<file path="src/rtl/bin2bcd_serial_if.sv">
// Handshake bundle between a binary producer, the serial BCD converter and the
// display-side consumer. The converter takes the slave view.
interface bin2bcd_serial_if #(
  parameter int WIDTH  = 8,
  parameter int DIGITS = 3
);
  logic                  in_valid;
  logic                  in_ready;
  logic [WIDTH-1:0]      bin_in;
  logic                  out_valid;
  logic                  out_ack;
  logic [4*DIGITS-1:0]   bcd_out;
  logic                  busy;

  modport slave (
    input  in_valid, bin_in, out_ack,
    output in_ready, out_valid, bcd_out, busy
  );

  modport master (
    output in_valid, bin_in, out_ack,
    input  in_ready, out_valid, bcd_out, busy
  );
endinterface

</file>
<file path="src/rtl/bin2bcd_serial.sv">
// Serial double-dabble binary-to-BCD converter: one input bit per clock,
// result held in a register until the consumer acknowledges it.
module bin2bcd_serial #(
  parameter int WIDTH  = 8,
  parameter int DIGITS = 3
) (
  input  logic clk,
  input  logic rst_n,
  input  logic clear,
  bin2bcd_serial_if.slave bus
);

  localparam int ACC_W = 4 * DIGITS;
  localparam int CNT_W = $clog2(WIDTH + 1);

  function automatic longint unsigned pow10(input int n);
    longint unsigned r;
    r = 64'd1;
    for (int i = 0; i < n; i++) r = r * 64'd10;
    return r;
  endfunction

  localparam longint unsigned MAX_IN = (64'd1 << WIDTH) - 64'd1;

  if (pow10(DIGITS) <= MAX_IN) begin : g_bad_params
    $error("bin2bcd_serial: DIGITS too small to hold 2^WIDTH-1");
  end

  // Add 3 to every digit that is 5 or more, so the following shift carries
  // correctly into the next decimal digit.
  function automatic logic [ACC_W-1:0] add3(input logic [ACC_W-1:0] a);
    logic [ACC_W-1:0] r;
    r = a;
    for (int d = 0; d < DIGITS; d++) begin
      if (a[4*d +: 4] >= 4'd5) r[4*d +: 4] = a[4*d +: 4] + 4'd3;
    end
    return r;
  endfunction

  typedef enum logic [1:0] {
    IDLE  = 2'd0,
    SHIFT = 2'd1,
    DONE  = 2'd2
  } state_t;

  state_t                  state, state_nx;
  logic [WIDTH-1:0]        sh_p0;
  logic [ACC_W-1:0]        acc_p0;
  logic [CNT_W-1:0]        cnt_p0;
  logic [ACC_W-1:0]        bcd_p1;

  logic [ACC_W-1:0]        adj;
  logic [ACC_W+WIDTH-1:0]  cat_nx;
  logic                    last_shift;

  assign adj        = add3(acc_p0);
  assign cat_nx     = {adj, sh_p0} << 1;
  assign last_shift = (state == SHIFT) && (cnt_p0 == CNT_W'(1));

  always_ff @(posedge clk or negedge rst_n) begin
    if (!rst_n) state <= IDLE;
    else        state <= state_nx;
  end

  always_comb begin
    state_nx = state;
    if (clear) begin
      state_nx = IDLE;
    end else begin
      case (state)
        IDLE:    if (bus.in_valid) state_nx = SHIFT;
        SHIFT:   if (last_shift)   state_nx = DONE;
        DONE:    if (bus.out_ack)  state_nx = IDLE;
        default: state_nx = IDLE;
      endcase
    end
  end

  // p0: shift/accumulate datapath; p1: result register seen by the consumer
  always_ff @(posedge clk or negedge rst_n) begin
    if (!rst_n) begin
      sh_p0  <= '0;
      acc_p0 <= '0;
      cnt_p0 <= '0;
      bcd_p1 <= '0;
    end else if (clear) begin
      sh_p0  <= '0;
      acc_p0 <= '0;
      cnt_p0 <= '0;
      bcd_p1 <= '0;
    end else begin
      case (state)
        IDLE: begin
          if (bus.in_valid) begin
            sh_p0  <= bus.bin_in;
            acc_p0 <= '0;
            cnt_p0 <= CNT_W'(WIDTH);
          end
        end
        SHIFT: begin
          acc_p0 <= cat_nx[ACC_W+WIDTH-1:WIDTH];
          sh_p0  <= cat_nx[WIDTH-1:0];
          cnt_p0 <= cnt_p0 - CNT_W'(1);
          if (last_shift) bcd_p1 <= cat_nx[ACC_W+WIDTH-1:WIDTH];
        end
        default: ;
      endcase
    end
  end

  assign bus.in_ready  = (state == IDLE);
  assign bus.busy      = (state == SHIFT);
  assign bus.out_valid = (state == DONE);
  assign bus.bcd_out   = bcd_p1;

endmodule

</file>
<file path="src/flat_wrapper.sv">
// flat-port wrapper written by rule: the top's interface ports become plain ports
module bin2bcd_serial_flat 
#(
  parameter int WIDTH  = 8,
  parameter int DIGITS = 3
)
  (clk, rst_n, clear, bus_in_valid, bus_bin_in, bus_out_ack, bus_in_ready, bus_out_valid, bus_bcd_out, bus_busy);
  bin2bcd_serial_if #(.WIDTH(WIDTH), .DIGITS(DIGITS)) bus_i ();
  input  logic clk;
  input  logic rst_n;
  input  logic clear;
  input wire logic [$bits(bus_i.in_valid)-1:0] bus_in_valid;
  input wire logic [$bits(bus_i.bin_in)-1:0] bus_bin_in;
  input wire logic [$bits(bus_i.out_ack)-1:0] bus_out_ack;
  output wire logic [$bits(bus_i.in_ready)-1:0] bus_in_ready;
  output wire logic [$bits(bus_i.out_valid)-1:0] bus_out_valid;
  output wire logic [$bits(bus_i.bcd_out)-1:0] bus_bcd_out;
  output wire logic [$bits(bus_i.busy)-1:0] bus_busy;
  assign bus_i.in_valid = bus_in_valid;
  assign bus_i.bin_in = bus_bin_in;
  assign bus_i.out_ack = bus_out_ack;
  assign bus_in_ready = bus_i.in_ready;
  assign bus_out_valid = bus_i.out_valid;
  assign bus_bcd_out = bus_i.bcd_out;
  assign bus_busy = bus_i.busy;
  bin2bcd_serial #(.WIDTH(WIDTH), .DIGITS(DIGITS)) u_core (.clk(clk), .rst_n(rst_n), .clear(clear), .bus(bus_i));
endmodule
</file>
<file path="config.mk">
export PLATFORM = sky130hd
export DESIGN_NAME = bin2bcd_serial_flat
export DESIGN_NICKNAME = d
export VERILOG_FILES = /design/src/rtl/bin2bcd_serial_if.sv /design/src/rtl/bin2bcd_serial.sv /design/src/flat_wrapper.sv
export SDC_FILE = /design/constraint.sdc
export NUM_CORES = 1
export LEC_CHECK = 0
export ABC_AREA = 1
export ABC_CLOCK_PERIOD_IN_PS = 2300
export CAP_MARGIN = 25
export CORE_MARGIN = 2
export CORE_UTILIZATION = 55
export CTS_CLUSTER_DIAMETER = 60
export CTS_CLUSTER_SIZE = 28
export DETAILED_ROUTE_END_ITERATION = 16
export MAX_ROUTING_LAYER = met4
export PLACE_DENSITY = 0.87
export SYNTH_ARGS = -nofsm -noshare
export SYNTH_HDL_FRONTEND = slang
export SYNTH_SLANG_ARGS = --single-unit
</file>
<file path="constraint.sdc">
create_clock -name clk -period 2.3 [get_ports clk]
set_clock_uncertainty 0.05 [all_clocks]
set_input_delay 0.69 -clock clk [delete_from_list [all_inputs] [get_ports clk]]
set_output_delay 0.69 -clock clk [all_outputs]
set_load 0.01 [all_outputs]
</file>
Yosys cells after proc, flatten, opt, wreduce, memory -nomap -nowiden --
Index checks and enable logic that the tools add are counted.
Storage, ports and cells: register bits after elaboration 38
Cells by class: reductions and logical operators 8, eq/ne operators 6, add/subtract/negate cells 4, $lt $le $gt $ge 3, mux-type cells 20
Operators with widths (number):
- 12-bit 2-to-1 mux | 5
- 12-bit one-hot mux with 2 select lines | 1
- 4-bit 2-to-1 mux | 4
- 8-bit 2-to-1 mux | 2
- 8-bit one-hot mux with 2 select lines | 1
- 4-bit by 3-bit >= comparator with 1-bit output (second input constant) | 3
- 4-bit by 2-bit adder with 4-bit output (second input constant) | 2
- 2-bit 2-to-1 mux | 4
- 4-bit one-hot mux with 2 select lines | 1
- 3-bit != test (second input constant) | 2
- 2-bit one-hot mux with 3 select lines | 1
- 4-bit by 1-bit equality test with 1-bit output (second input constant) | 1
- 2-bit AND reduction | 2
- 2-bit nonzero test | 2
- 4-bit by 1-bit subtractor with 4-bit output (second input constant) | 1
- 3-bit by 2-bit adder with 3-bit output (second input constant) | 1
- 3-bit 2-to-1 mux | 1
- 3-bit by 2-bit != test with 1-bit output (second input constant) | 1
- 3-bit AND reduction | 1
- 3-bit nonzero test | 1
- 2-bit by 1-bit equality test with 1-bit output (second input constant) | 1
- 2-bit equality test (second input constant) | 1
- 2-bit logical NOT | 1
- 1-bit logical AND | 1

Longest topological paths before layout --
depth in word-level cells 5, gate-level depth with buffers 9, gate-level depth less buffers 9

Least setup slack after synthesis --
No wires, ideal clock.
path type flip-flop to output port, start point register u_core.state[1], end point output bus_busy, arrival 0.680 ns, setup slack 0.880 ns, cell stages (with the launch flop) 4, path through dfrtp_1 > inv_1 > nand2_2 > inv_1
On the way: cells in the longest elaborated chain, start to end 1
RTL lines:
- start, declared | line bin2bcd_serial.sv:46 | state_t state, state_nx;
- start signal, assigned | line bin2bcd_serial.sv:62 | else state <= state_nx;
- 2-bit by 1-bit equality test with 1-bit output | line bin2bcd_serial.sv:112 | assign bus.busy = (state == SHIFT);
- end, declared | line flat_wrapper.sv:18 | output wire logic [$bits(bus_i.busy)-1:0] bus_busy;
No other way between the ends.

Worst setup path after layout --
Same ends and word-level chain as after synthesis.

==> results.toml <==
[sta]
fin_crit_sh_pct = 91.7
timing.fmax_mhz = 474
maxSlewHeadroom_pct = 64.2
drv_slew = 0
timing.setup.tns_ns = 0
setup_viol = 0
timing.final.ws_setup_ns = 0.192
period_minus_slack_ns = 2.11
tightest_slew_ns = 0.536
hold_viol = 0
rsz0062_at_grt = "false"

[yosys]
syn_avg_cell_area_um2 = 8.31
yosys.area.top_type = "dfrtp_1"
ys_ff_latch = 38
synth.area.top_cells = "dfrtp_1, nand2_1, nand3_1"
synth_top_cell_area_share_pct = 48.9
synth_top_cells_by_count = "nand2_1, dfrtp_1, nand3_1"
ys_types = 22
synth_flop_cell = "dfrtp_1"
seq_area_frac_synth_pct = 48.9
synth-async-reset-ratio_pct = 100
syn_nets = 255
yosysWarnings = 0
synth_area_mm2 = 0.00194
yosys.cell_count.top_type = "nand2_1"
syn_inst = 234
synth-edff-count = 0

[pwr]
report.power.total_w = 0.00175
powerDensity_mw_per_mm2 = 758
vdd_drop_max_mv = 0.519
leakagePower_nw = 1.17

[layout]
area_delta_synth_final_pct = 19.0
drive_gt1_share_pct = 8.58
fillers = 289
diodes = 0
final_nets = 288

[worst_setup_path]
max_stage_delay_ns = 0.41
cp-start-kind = "register"
worstSetupEndpointType = "primary output"
critPathMostFrequentCell = "inv_1"
cp_top_family = "buffers and inverters"
path_class = "reg2out"
cp_cell_sequence = "inv_1 -> nand2_2 -> inv_1 -> dlygate4sd2_1"
crit_arrival_ns = 1.37
critPathSlowestCell = "dfrtp_1"
crit_fanout = 5
cp.required_ns = 1.56
path_buf_inv = 3

[floorplanning]
rows = 21
io_pins = 28
initial_utilization_pct = 57.8
fp.coreArea_mm2 = 0.00336
die_w_um = 63.5
die-area_mm2 = 0.00403
die_h_um = 63.5

[clock_tree]
cts.clk_slew.worst_paths_ns = 0.11
cts_setup_buffers = 0
h-tree-depth = 2
cts_tree = "yes"
worstSkewPairLatency_ns = 0.34
max-clock-path-buffers = 2
cts_sinks = 38
cts_inserted_buffers = 5
cts_hold_buf = 0
clock-root-buffer = "clkbuf_4"

[placed_design]
hpwl_mm = 2.78
dpl_worst_slack_ns = 0.102
io_buffer_count = 27
routabilityCongestion = 0.931

[grt]
grt_max_degree = 39
grt.total_usage_pct = 23.3
grt_pass1_vias = 1665
grt_pass1_wl_mm = 7.20
grt_overflow_total = 0
antenna_found_initial = 0

[status]
outcome = "finished clean"

[drt]
dr.first_iter.drc_count = 110
vias = 1691
avgRoutedWirePerCell_um = 12.6
ant_nets = 0
viasPerCell = 5.39
firstDrtPassIters = 4
drc = 0
wl_mm = 3.97

[flow_run]
maxCapViolations = 0

[hold_path]
hold_path_class = "in2async"
cell usage in the layout (no fill, tap or decap), types with 5 or more instances in the layout:
cell,instances
buf_4,5
o21ai_0,19
o21ai_1,8
nand4_1,10
ha_1,8
dfrtp_1,38
inv_1,26
clkbuf_4,5
nand3_1,30
nand2_1,69
clkdlybuf4s50_1,23
layer usage:
metal | part of all wire [%] | GRT usage (%) | vias up
met5 | 0 | - | -
met2 | 49 | 38.4 | 67
met3 | 6.2 | 4.82 | 5
li1 | - | - | 835
met4 | 0.96 | 7.88 | 0
met1 | 44 | 28.6 | 784
state kept, by name, summed over array words and instances (netlist names):
name                count
u_core.cnt_p0           4
u_core.state            2
u_core.bus.bcd_out     12
u_core.sh_p0            8
u_core.acc_p0          12
layout make-up:
class / count / area (µm²) / area share [%]
tap: 46 / 57.6 / 2.49
clock inverter: 1 / 5.00 / 0.216
multi-input combinational: 162 / 831 / 35.9
timing repair buffer: 32 / 307 / 13.3
sequential: 38 / 951 / 41.1
clock buffer: 7 / 55.1 / 2.38
inverter: 28 / 108 / 4.65
where the power goes:
part / total, W / internal, W / switching (W)
clock network: 0.000363 / 0.000148 / 0.000214
registers: 0.000827 / 0.000763 / 0.0000641
logic: 0.000564 / 0.000204 / 0.000360
total: 0.00175 / 0.00112 / 0.000638
cell families after synthesis:
family	count (synthesis)	share of synthesized area (%)
xor gates and xnor gates	1	0.451
DFF	38	48.9
adders and majority gates	8	5.15
and+or+nand+nor	120	27.9
AOI/OAI and AO/OA	33	9.27
buffers and inverters	34	8.37
worst paths after layout:
path,endpoint,cells past startpoint,slack (ns),startpoint
worst max-delay path,bus_busy,4,0.19,u_core.state[1]$_DFFE_PN0P_
worst min-delay path,u_core.cnt_p0[2]$_DFFE_PN0P_,2,0.33,rst_n
min in group clk,u_core.sh_p0[6]$_DFFE_PN0P_,2,0.44,u_core.sh_p0[6]$_DFFE_PN0P_
max in group asynchronous,u_core.acc_p0[1]$_DFFE_PN0P_,2,1.54,rst_n
worst max register to register,u_core.bus.bcd_out[7]$_DFFE_PN0P_,6,0.61,u_core.cnt_p0[0]$_DFFE_PN0P_
worst min register to register,u_core.sh_p0[6]$_DFFE_PN0P_,2,0.44,u_core.sh_p0[6]$_DFFE_PN0P_
metrics by stage:
| stage | instance area (µm²) | hold slack, ns | instances | util [%] |
|---|---|---|---|---|
| global route | 2310 | 0.350 | 314 | 68.8 |
| finish | 2310 | 0.327 | 314 | 68.8 |
| detailed placement | 2250 | 0.416 | 306 | 66.9 |
| floorplan | 1940 | 0.344 | 234 | - |
| global placement | 2250 | 0.412 | 306 | 66.9 |
| CTS | 2310 | 0.339 | 314 | 68.6 |
what timing repair did:
item | in CTS | in global routing
pin swaps | 0 | 0
endpoints found under the hold margin | 0 | 0
endpoints found under the setup margin | 1 | 2
resized for setup | 1 | 2
No activity file was read; power rests on OpenSTA's default activity.
